## src/rtl/lsu_mem_ctrl.sv

```systemverilog
// lsu_mem_ctrl - single-outstanding RV32 load/store initiator for a
// word-addressed, byte-masked data memory (combinational read, synchronous
// byte-masked write).
//
// Optional feature macro: LSU_MISALIGN_SPLIT_EN
//   defined   : misaligned accesses that straddle a word boundary are issued
//               as two memory beats (ACC0 then ACC1)
//   undefined : misaligned halfword/word accesses return an error response
//               and never touch memory
//
// Ports:
//   i_clk, i_rst_n        clock, asynchronous active-low reset
//   i_req_valid/o_req_ready request handshake (ready only while idle)
//   i_req_we              1 = store, 0 = load
//   i_req_funct3          RV32 access size/sign encoding
//   i_req_addr            byte address
//   i_req_wdata           store data, LSB-aligned
//   o_rsp_valid           one-cycle response strobe
//   o_rsp_rdata           extended load data (0 for stores and errors)
//   o_rsp_err             error flag qualifying o_rsp_valid
//   o_mem_addr            memory word address
//   o_mem_wdata           lane-shifted store data
//   o_mem_bmask           byte enables
//   o_mem_wren            write enable
//   i_mem_rdata           combinational read data for o_mem_addr
module lsu_mem_ctrl #(
  parameter int MEM_AW      = 11,
  parameter int DEPTH_BYTES = 2048
) (
  input  logic              i_clk,
  input  logic              i_rst_n,
  input  logic              i_req_valid,
  output logic              o_req_ready,
  input  logic              i_req_we,
  input  logic [2:0]        i_req_funct3,
  input  logic [31:0]       i_req_addr,
  input  logic [31:0]       i_req_wdata,
  output logic              o_rsp_valid,
  output logic [31:0]       o_rsp_rdata,
  output logic              o_rsp_err,
  output logic [MEM_AW-1:0] o_mem_addr,
  output logic [31:0]       o_mem_wdata,
  output logic [3:0]        o_mem_bmask,
  output logic              o_mem_wren,
  input  logic [31:0]       i_mem_rdata
);

`ifdef LSU_MISALIGN_SPLIT_EN
  localparam logic SPLIT_EN = 1'b1;
`else
  localparam logic SPLIT_EN = 1'b0;
`endif

  localparam logic [1:0] IDLE = 2'd0;
  localparam logic [1:0] ACC0 = 2'd1;
  localparam logic [1:0] ACC1 = 2'd2;
  localparam logic [1:0] RESP = 2'd3;

  logic [1:0]  state_r;
  logic [2:0]  funct3_r;
  logic        we_r;
  logic [1:0]  off_r;
  logic        split_r;
  logic [3:0]  hi_mask_r;
  logic [31:0] hi_wdata_r;
  logic [31:0] lo_r;

  logic [2:0]  size_s;
  logic [3:0]  size_mask_s;
  logic [1:0]  off_s;
  logic        bad_s;
  logic [32:0] last_s;
  logic        range_s;
  logic        misalign_s;
  logic        split_s;
  logic        err_s;
  logic [7:0]  mask8_s;
  logic [63:0] wd64_s;

  // Extract the addressed bytes from the {hi, lo} double word and extend.
  function automatic logic [31:0] extend_load(input logic [63:0] dw,
                                              input logic [1:0]  off,
                                              input logic [2:0]  f3);
    logic [31:0] sh;
    sh = 32'(dw >> {off, 3'b000});
    case (f3)
      3'b000:  extend_load = {{24{sh[7]}}, sh[7:0]};
      3'b001:  extend_load = {{16{sh[15]}}, sh[15:0]};
      3'b010:  extend_load = sh;
      3'b100:  extend_load = {24'h000000, sh[7:0]};
      3'b101:  extend_load = {16'h0000, sh[15:0]};
      default: extend_load = 32'h00000000;
    endcase
  endfunction

  // Decode the incoming request: size, error classes, split and lane layout.
  always_comb begin
    size_s      = 3'd1;
    size_mask_s = 4'b0001;
    case (i_req_funct3[1:0])
      2'b00:   begin size_s = 3'd1; size_mask_s = 4'b0001; end
      2'b01:   begin size_s = 3'd2; size_mask_s = 4'b0011; end
      2'b10:   begin size_s = 3'd4; size_mask_s = 4'b1111; end
      default: begin size_s = 3'd1; size_mask_s = 4'b0001; end
    endcase
    off_s      = i_req_addr[1:0];
    bad_s      = (i_req_funct3[1:0] == 2'b11) || (i_req_funct3 == 3'b110) ||
                 (i_req_we && i_req_funct3[2]);
    // 33-bit sum so addresses near 2^32 cannot wrap back into range
    last_s     = {1'b0, i_req_addr} + {30'd0, size_s} - 33'd1;
    range_s    = (last_s >= 33'(DEPTH_BYTES));
    misalign_s = ((size_s == 3'd2) && off_s[0]) ||
                 ((size_s == 3'd4) && (off_s != 2'b00));
    split_s    = SPLIT_EN && (({1'b0, off_s} + size_s) > 3'd4);
    err_s      = bad_s || range_s || (misalign_s && !SPLIT_EN);
    mask8_s    = {4'b0000, size_mask_s} << off_s;
    wd64_s     = {32'h00000000, i_req_wdata} << {off_s, 3'b000};
  end

  // Request FSM; every memory and response output is driven from a register.
  always_ff @(posedge i_clk or negedge i_rst_n) begin
    if (!i_rst_n) begin
      state_r     <= IDLE;
      funct3_r    <= 3'd0;
      we_r        <= 1'b0;
      off_r       <= 2'd0;
      split_r     <= 1'b0;
      hi_mask_r   <= 4'd0;
      hi_wdata_r  <= 32'd0;
      lo_r        <= 32'd0;
      o_req_ready <= 1'b1;
      o_rsp_valid <= 1'b0;
      o_rsp_err   <= 1'b0;
      o_rsp_rdata <= 32'd0;
      o_mem_addr  <= {MEM_AW{1'b0}};
      o_mem_wdata <= 32'd0;
      o_mem_bmask <= 4'd0;
      o_mem_wren  <= 1'b0;
    end else begin
      case (state_r)
        IDLE: begin
          if (i_req_valid) begin
            o_req_ready <= 1'b0;
            funct3_r    <= i_req_funct3;
            we_r        <= i_req_we;
            off_r       <= off_s;
            split_r     <= split_s;
            if (err_s) begin
              // errors skip memory entirely and answer next cycle
              state_r     <= RESP;
              o_rsp_valid <= 1'b1;
              o_rsp_err   <= 1'b1;
              o_rsp_rdata <= 32'd0;
            end else begin
              state_r     <= ACC0;
              o_mem_addr  <= i_req_addr[MEM_AW+1:2];
              o_mem_bmask <= mask8_s[3:0];
              o_mem_wdata <= wd64_s[31:0];
              o_mem_wren  <= i_req_we;
              // upper halves are held for a possible second beat
              hi_mask_r   <= mask8_s[7:4];
              hi_wdata_r  <= wd64_s[63:32];
            end
          end
        end
        ACC0: begin
          lo_r <= i_mem_rdata;
          if (split_r) begin
            state_r     <= ACC1;
            o_mem_addr  <= o_mem_addr + {{(MEM_AW-1){1'b0}}, 1'b1};
            o_mem_bmask <= hi_mask_r;
            o_mem_wdata <= hi_wdata_r;
            o_mem_wren  <= we_r;
          end else begin
            state_r     <= RESP;
            o_mem_bmask <= 4'd0;
            o_mem_wren  <= 1'b0;
            o_rsp_valid <= 1'b1;
            o_rsp_err   <= 1'b0;
            o_rsp_rdata <= we_r ? 32'd0
                                : extend_load({32'd0, i_mem_rdata}, off_r, funct3_r);
          end
        end
        ACC1: begin
          state_r     <= RESP;
          o_mem_bmask <= 4'd0;
          o_mem_wren  <= 1'b0;
          o_rsp_valid <= 1'b1;
          o_rsp_err   <= 1'b0;
          o_rsp_rdata <= we_r ? 32'd0
                              : extend_load({i_mem_rdata, lo_r}, off_r, funct3_r);
        end
        RESP: begin
          state_r     <= IDLE;
          o_rsp_valid <= 1'b0;
          o_rsp_err   <= 1'b0;
          o_req_ready <= 1'b1;
        end
        default: begin
          state_r     <= IDLE;
          o_req_ready <= 1'b1;
          o_rsp_valid <= 1'b0;
          o_rsp_err   <= 1'b0;
          o_mem_bmask <= 4'd0;
          o_mem_wren  <= 1'b0;
        end
      endcase
    end
  end

endmodule

```

## config.mk

```make
export PLATFORM = sky130hd
export DESIGN_NAME = lsu_mem_ctrl
export DESIGN_NICKNAME = d
export VERILOG_FILES = /design/src/rtl/lsu_mem_ctrl.sv
export SDC_FILE = /design/constraint.sdc
export NUM_CORES = 1
export LEC_CHECK = 0
export CAP_MARGIN = 20
export CORE_MARGIN = 5
export CORE_UTILIZATION = 53
export CTS_CLUSTER_DIAMETER = 80
export DETAILED_ROUTE_END_ITERATION = 12
export PLACE_DENSITY = 0.79
export REMOVE_ABC_BUFFERS = 1
export SETUP_SLACK_MARGIN = 0.1
export SYNTH_ARGS = -nofsm -noshare
export SYNTH_HDL_FRONTEND = slang
export SYNTH_SLANG_ARGS = --single-unit
export TNS_END_PERCENT = 5
```

## constraint.sdc

```tcl
create_clock -name i_clk -period 3.7 [get_ports i_clk]
set_clock_uncertainty 0.2 [all_clocks]
set_input_delay 0.37 -clock i_clk [delete_from_list [all_inputs] [get_ports i_clk]]
set_output_delay 0.37 -clock i_clk [all_outputs]
set_load 0.01 [all_outputs]
```

==> flow_summary.json, run 1 <==
{
  "p_leak_nw": 6.177,
  "path_clk_slew_ps": 60,
  "die_h_um": 143.2,
  "maxCapViolations": 0,
  "htreeDepth": 4,
  "initial_core_util_pct": 54.18,
  "die_w_um": 143.2,
  "ys_warn_count": 0,
  "crit_type": "in -> reg",
  "row_count": 48,
  "drt-total-wl_mm": 35.08,
  "crit_fanout": 5,
  "drc": 0,
  "globalplace.congestion": 0.9687,
  "coreArea_um2": 17360,
  "nets": 1499,
  "postSynthAreaPerCell_um2": 9.104,
  "setup_violations": 83,
  "grt_pass1_wl_mm": 52.19,
  "synth_cells": 1033,
  "vias": 9861,
  "ys.flop_type": "dfrtp_1",
  "hp-class": "in -> reg",
  "ios": 186,
  "total_power_mw": 8.430,
  "violations": "negative setup slack",
  "wl_per_cell_um": 22.08,
  "fillers": 1037,
  "layout_common_cells": "clkdlybuf4s50_1, buf_4, dfrtp_1",
  "end_kind": "register",
  "async_flop_share_pct": 100.0,
  "reg2reg_from": "state_r[1]$_DFFE_PN0N_",
  "clock-sinks": 123,
  "cp-start-kind": "input pin",
  "vdd_ir_drop_max_mv": 0.5651,
  "critPathArrivalTime_ps": 4420,
  "dr.pass1.iters": 5,
  "grt_use_total_pct": 31.94,
  "drv_slew": 0,
  "clock_latency_ps": 440,
  "finalHoldViolCount": 0,
  "cts-buffers-inserted": 17,
  "tightest_slew_ps": 1047,
  "maxClockFrequency_mhz": 231.5,
  "antenna_left": 0,
  "synth_edf_count": 0,
  "synth_cell_type_count": 70,
  "worstReg2RegEnd": "o_mem_addr[8]$_DFFE_PN0P_",
  "critPathCapture": "o_mem_addr[8]$_DFFE_PN0P_",
  "power_density_nw_per_um2": 595.4,
  "drive_above_1_share_pct": 31.06,
  "r2r_cells": 10,
  "synth_area_um2": 9404,
  "slew_headroom_pct": 30.21,
  "worstPathRequired_ps": 3800,
  "grt_max_degree": 61,
  "final_core_util_pct": 81.58,
  "via_per_inst": 6.206,
  "clock_path_buffers": 2,
  "final.min_clock_period_ps": 4319,
  "ys_ff_latch": 123,
  "cts_tree": "yes",
  "grt_pass1_vias": 9848,
  "post-route-period-util_pct": 116.7,
  "final_common_cell": "clkdlybuf4s50_1",
  "fin_ws_ps": -618.8,
  "cp-startpoint": "i_req_addr[13]",
  "port_buffers": 185,
  "dieArea_um2": 20510,
  "root_buffer": "clkbuf_16",
  "r2r_slack_ps": 630,
  "area_delta_synth_final_pct": 50.57,
  "rsz0062_at_grt": "yes",
  "dpl.hpwl_mm": 21.53,
  "yosysSeqAreaShare_pct": 32.74,
  "instances_no_fill": 1589,
  "antenna_found_initial": 2,
  "grt-ovfl-total": 0,
  "placedCellCount": 1521,
  "first_iter_violations": 975,
  "status": "finished, violations left"
}
[kinds of logic (layout without fill, tap and decap cells)]
logic type / count (synthesis) / in the layout / share of synthesized area, %
AOI/OAI and AO/OA: 292 / 292 / 19.84
adders and majority gates: 47 / 47 / 6.333
buffers and inverters: 149 / 478 / 6.466
xor gates and xnor gates: 6 / 6 / 0.5588
DFF: 123 / 123 / 32.74
muxes: 194 / 194 / 22.94
and+or+nand+nor: 222 / 222 / 11.12
other: 0 / 2 / 0
[timing repair]
| action | in CTS | in global routing |
|---|---|---|
| gates cloned | 7 | 1 |
| pin swaps | 30 | 25 |
| setup endpoints to repair | 83 | 83 |
| endpoints found under the hold margin | 57 | 0 |
| buffers inserted | 23 | 6 |
| hold buffers | 1 | 0 |
| resized for setup | 102 | 61 |
[stage by stage]
stage | hold slack, ps | instance area [µm²] | setup TNS (ps) | worst slack (ps)
finish | 150.9 | 14160 | -36300 | -618.8
global placement | 267.1 | 12400 | -101610 | -1360
detailed placement | 274.0 | 12400 | -117590 | -1575
global route | 168.0 | 14160 | -48150 | -743.7
floorplan | -125.6 | 9104 | -182970 | -3428
CTS | 156.4 | 13840 | -23270 | -464.2
[Yosys cell counts (all sizes together) (3+ instances only)]
| cell | instances | share of area (%) |
|---|---|---|
| or3 | 4 | 0.27 |
| nor3 | 9 | 0.53 |
| o21a | 5 | 0.40 |
| and3 | 4 | 0.27 |
| o2bb2ai | 16 | 1.5 |
| nor2 | 79 | 3.2 |
| o21ai | 66 | 3.5 |
| o2111ai | 5 | 0.47 |
| clkbuf | 41 | 1.6 |
| nand4 | 16 | 1.1 |
| a31oi | 4 | 0.27 |
| nand3b | 3 | 0.24 |
| a22oi | 15 | 1.2 |
| nor2b | 14 | 0.93 |
| ha | 46 | 6.1 |
| or2 | 3 | 0.20 |
| a21o | 5 | 0.40 |
| inv | 81 | 3.2 |
| a21oi | 98 | 5.3 |
| and2 | 5 | 0.33 |
| o221ai | 3 | 0.28 |
| a221oi | 8 | 0.75 |
| mux2i | 58 | 6.2 |
| mux4 | 4 | 0.96 |
| nand2 | 64 | 2.6 |
| o211ai | 4 | 0.32 |
| a211oi | 19 | 1.5 |
| o22a | 16 | 1.5 |
| buf | 26 | 1.6 |
| dfrtp | 122 | 32 |
| nand3 | 5 | 0.27 |
| xor2 | 5 | 0.47 |
| mux2 | 132 | 16 |
| o22ai | 8 | 0.53 |
| nand2b | 5 | 0.33 |
[final cells by class]
class,instances,area (µm²),area share (%)
antenna,2,5.005,0.03535
clock buffer,19,442.9,3.128
clock inverter,13,237.7,1.679
inverter,82,317.8,2.244
multi-input combinational,761,6267,44.26
sequential,123,3082,21.76
tap,225,281.5,1.988
timing repair buffer,364,3526,24.90
[metal layers]
metal / track usage, % / part of all wire (%) / wire length, µm
met4: 10.06 / 3.8 / 1331
met2: 55.42 / 49 / 17090
met1: 39.41 / 39 / 13660
met5: 0 / 0 / 0
met3: 7.468 / 8.6 / 3003
[worst max-delay path, cell delays in order]
cell,delay (ps)
clkdlybuf4s50_1,480
inv_1,50
ha_1,320
a21oi_1,240
a21boi_1,290
or2_2,210
a311oi_2,120
or4_1,440
a221oi_2,280
nand4_1,200
nor4_2,370
nor2b_4,230
buf_6,120
buf_12,100
buf_12,110
buf_16,120
mux2_1,360
[worst min path at each step]
stage | startpoint | endpoint | slack, ps | depth (start not counted)
floorplan | i_rst_n | funct3_r[0]$_DFFE_PN0P_ | -130 | 0
global placement | i_rst_n | o_rsp_rdata[1]$_DFFE_PN0P_ | 270 | 1
finish | i_req_addr[8] | o_mem_addr[6]$_DFFE_PN0P_ | 150 | 2
CTS | i_req_addr[2] | o_mem_addr[0]$_DFFE_PN0P_ | 160 | 2
global route | i_req_addr[8] | o_mem_addr[6]$_DFFE_PN0P_ | 170 | 2
detailed placement | o_mem_wdata[31]$_DFFE_PN0P_ | o_mem_wdata[31]$_DFFE_PN0P_ | 270 | 1
[where the power goes]
part | switching, mW | internal [mW] | leakage (nW) | total (mW)
Combinational | 2.26 | 2.09 | 4.28 | 4.36
Clock | 0.695 | 1.29 | 0.321 | 1.98
Sequential | 0.355 | 1.74 | 1.57 | 2.09
[sequential cells by signal, summed over array words and instances, names as in the netlist]
register     cells
o_rsp_rdata     32
o_rsp_valid      1
o_mem_wdata     32
o_mem_wren       1
o_rsp_err        1
o_mem_addr      11
off_r            2
o_mem_bmask      4
we_r             1
funct3_r         3
o_req_ready      1
state_r          2
lo_r            32
Note: power is estimated with default switching activity, not from simulation.
==> run 2, diff against run 1 <==
ABC_CLOCK_PERIOD_IN_PS = 3700   (was unset)
==> results of run 2 <==
Same layout as run 1: the final DEF is identical, and so are final timing and power.
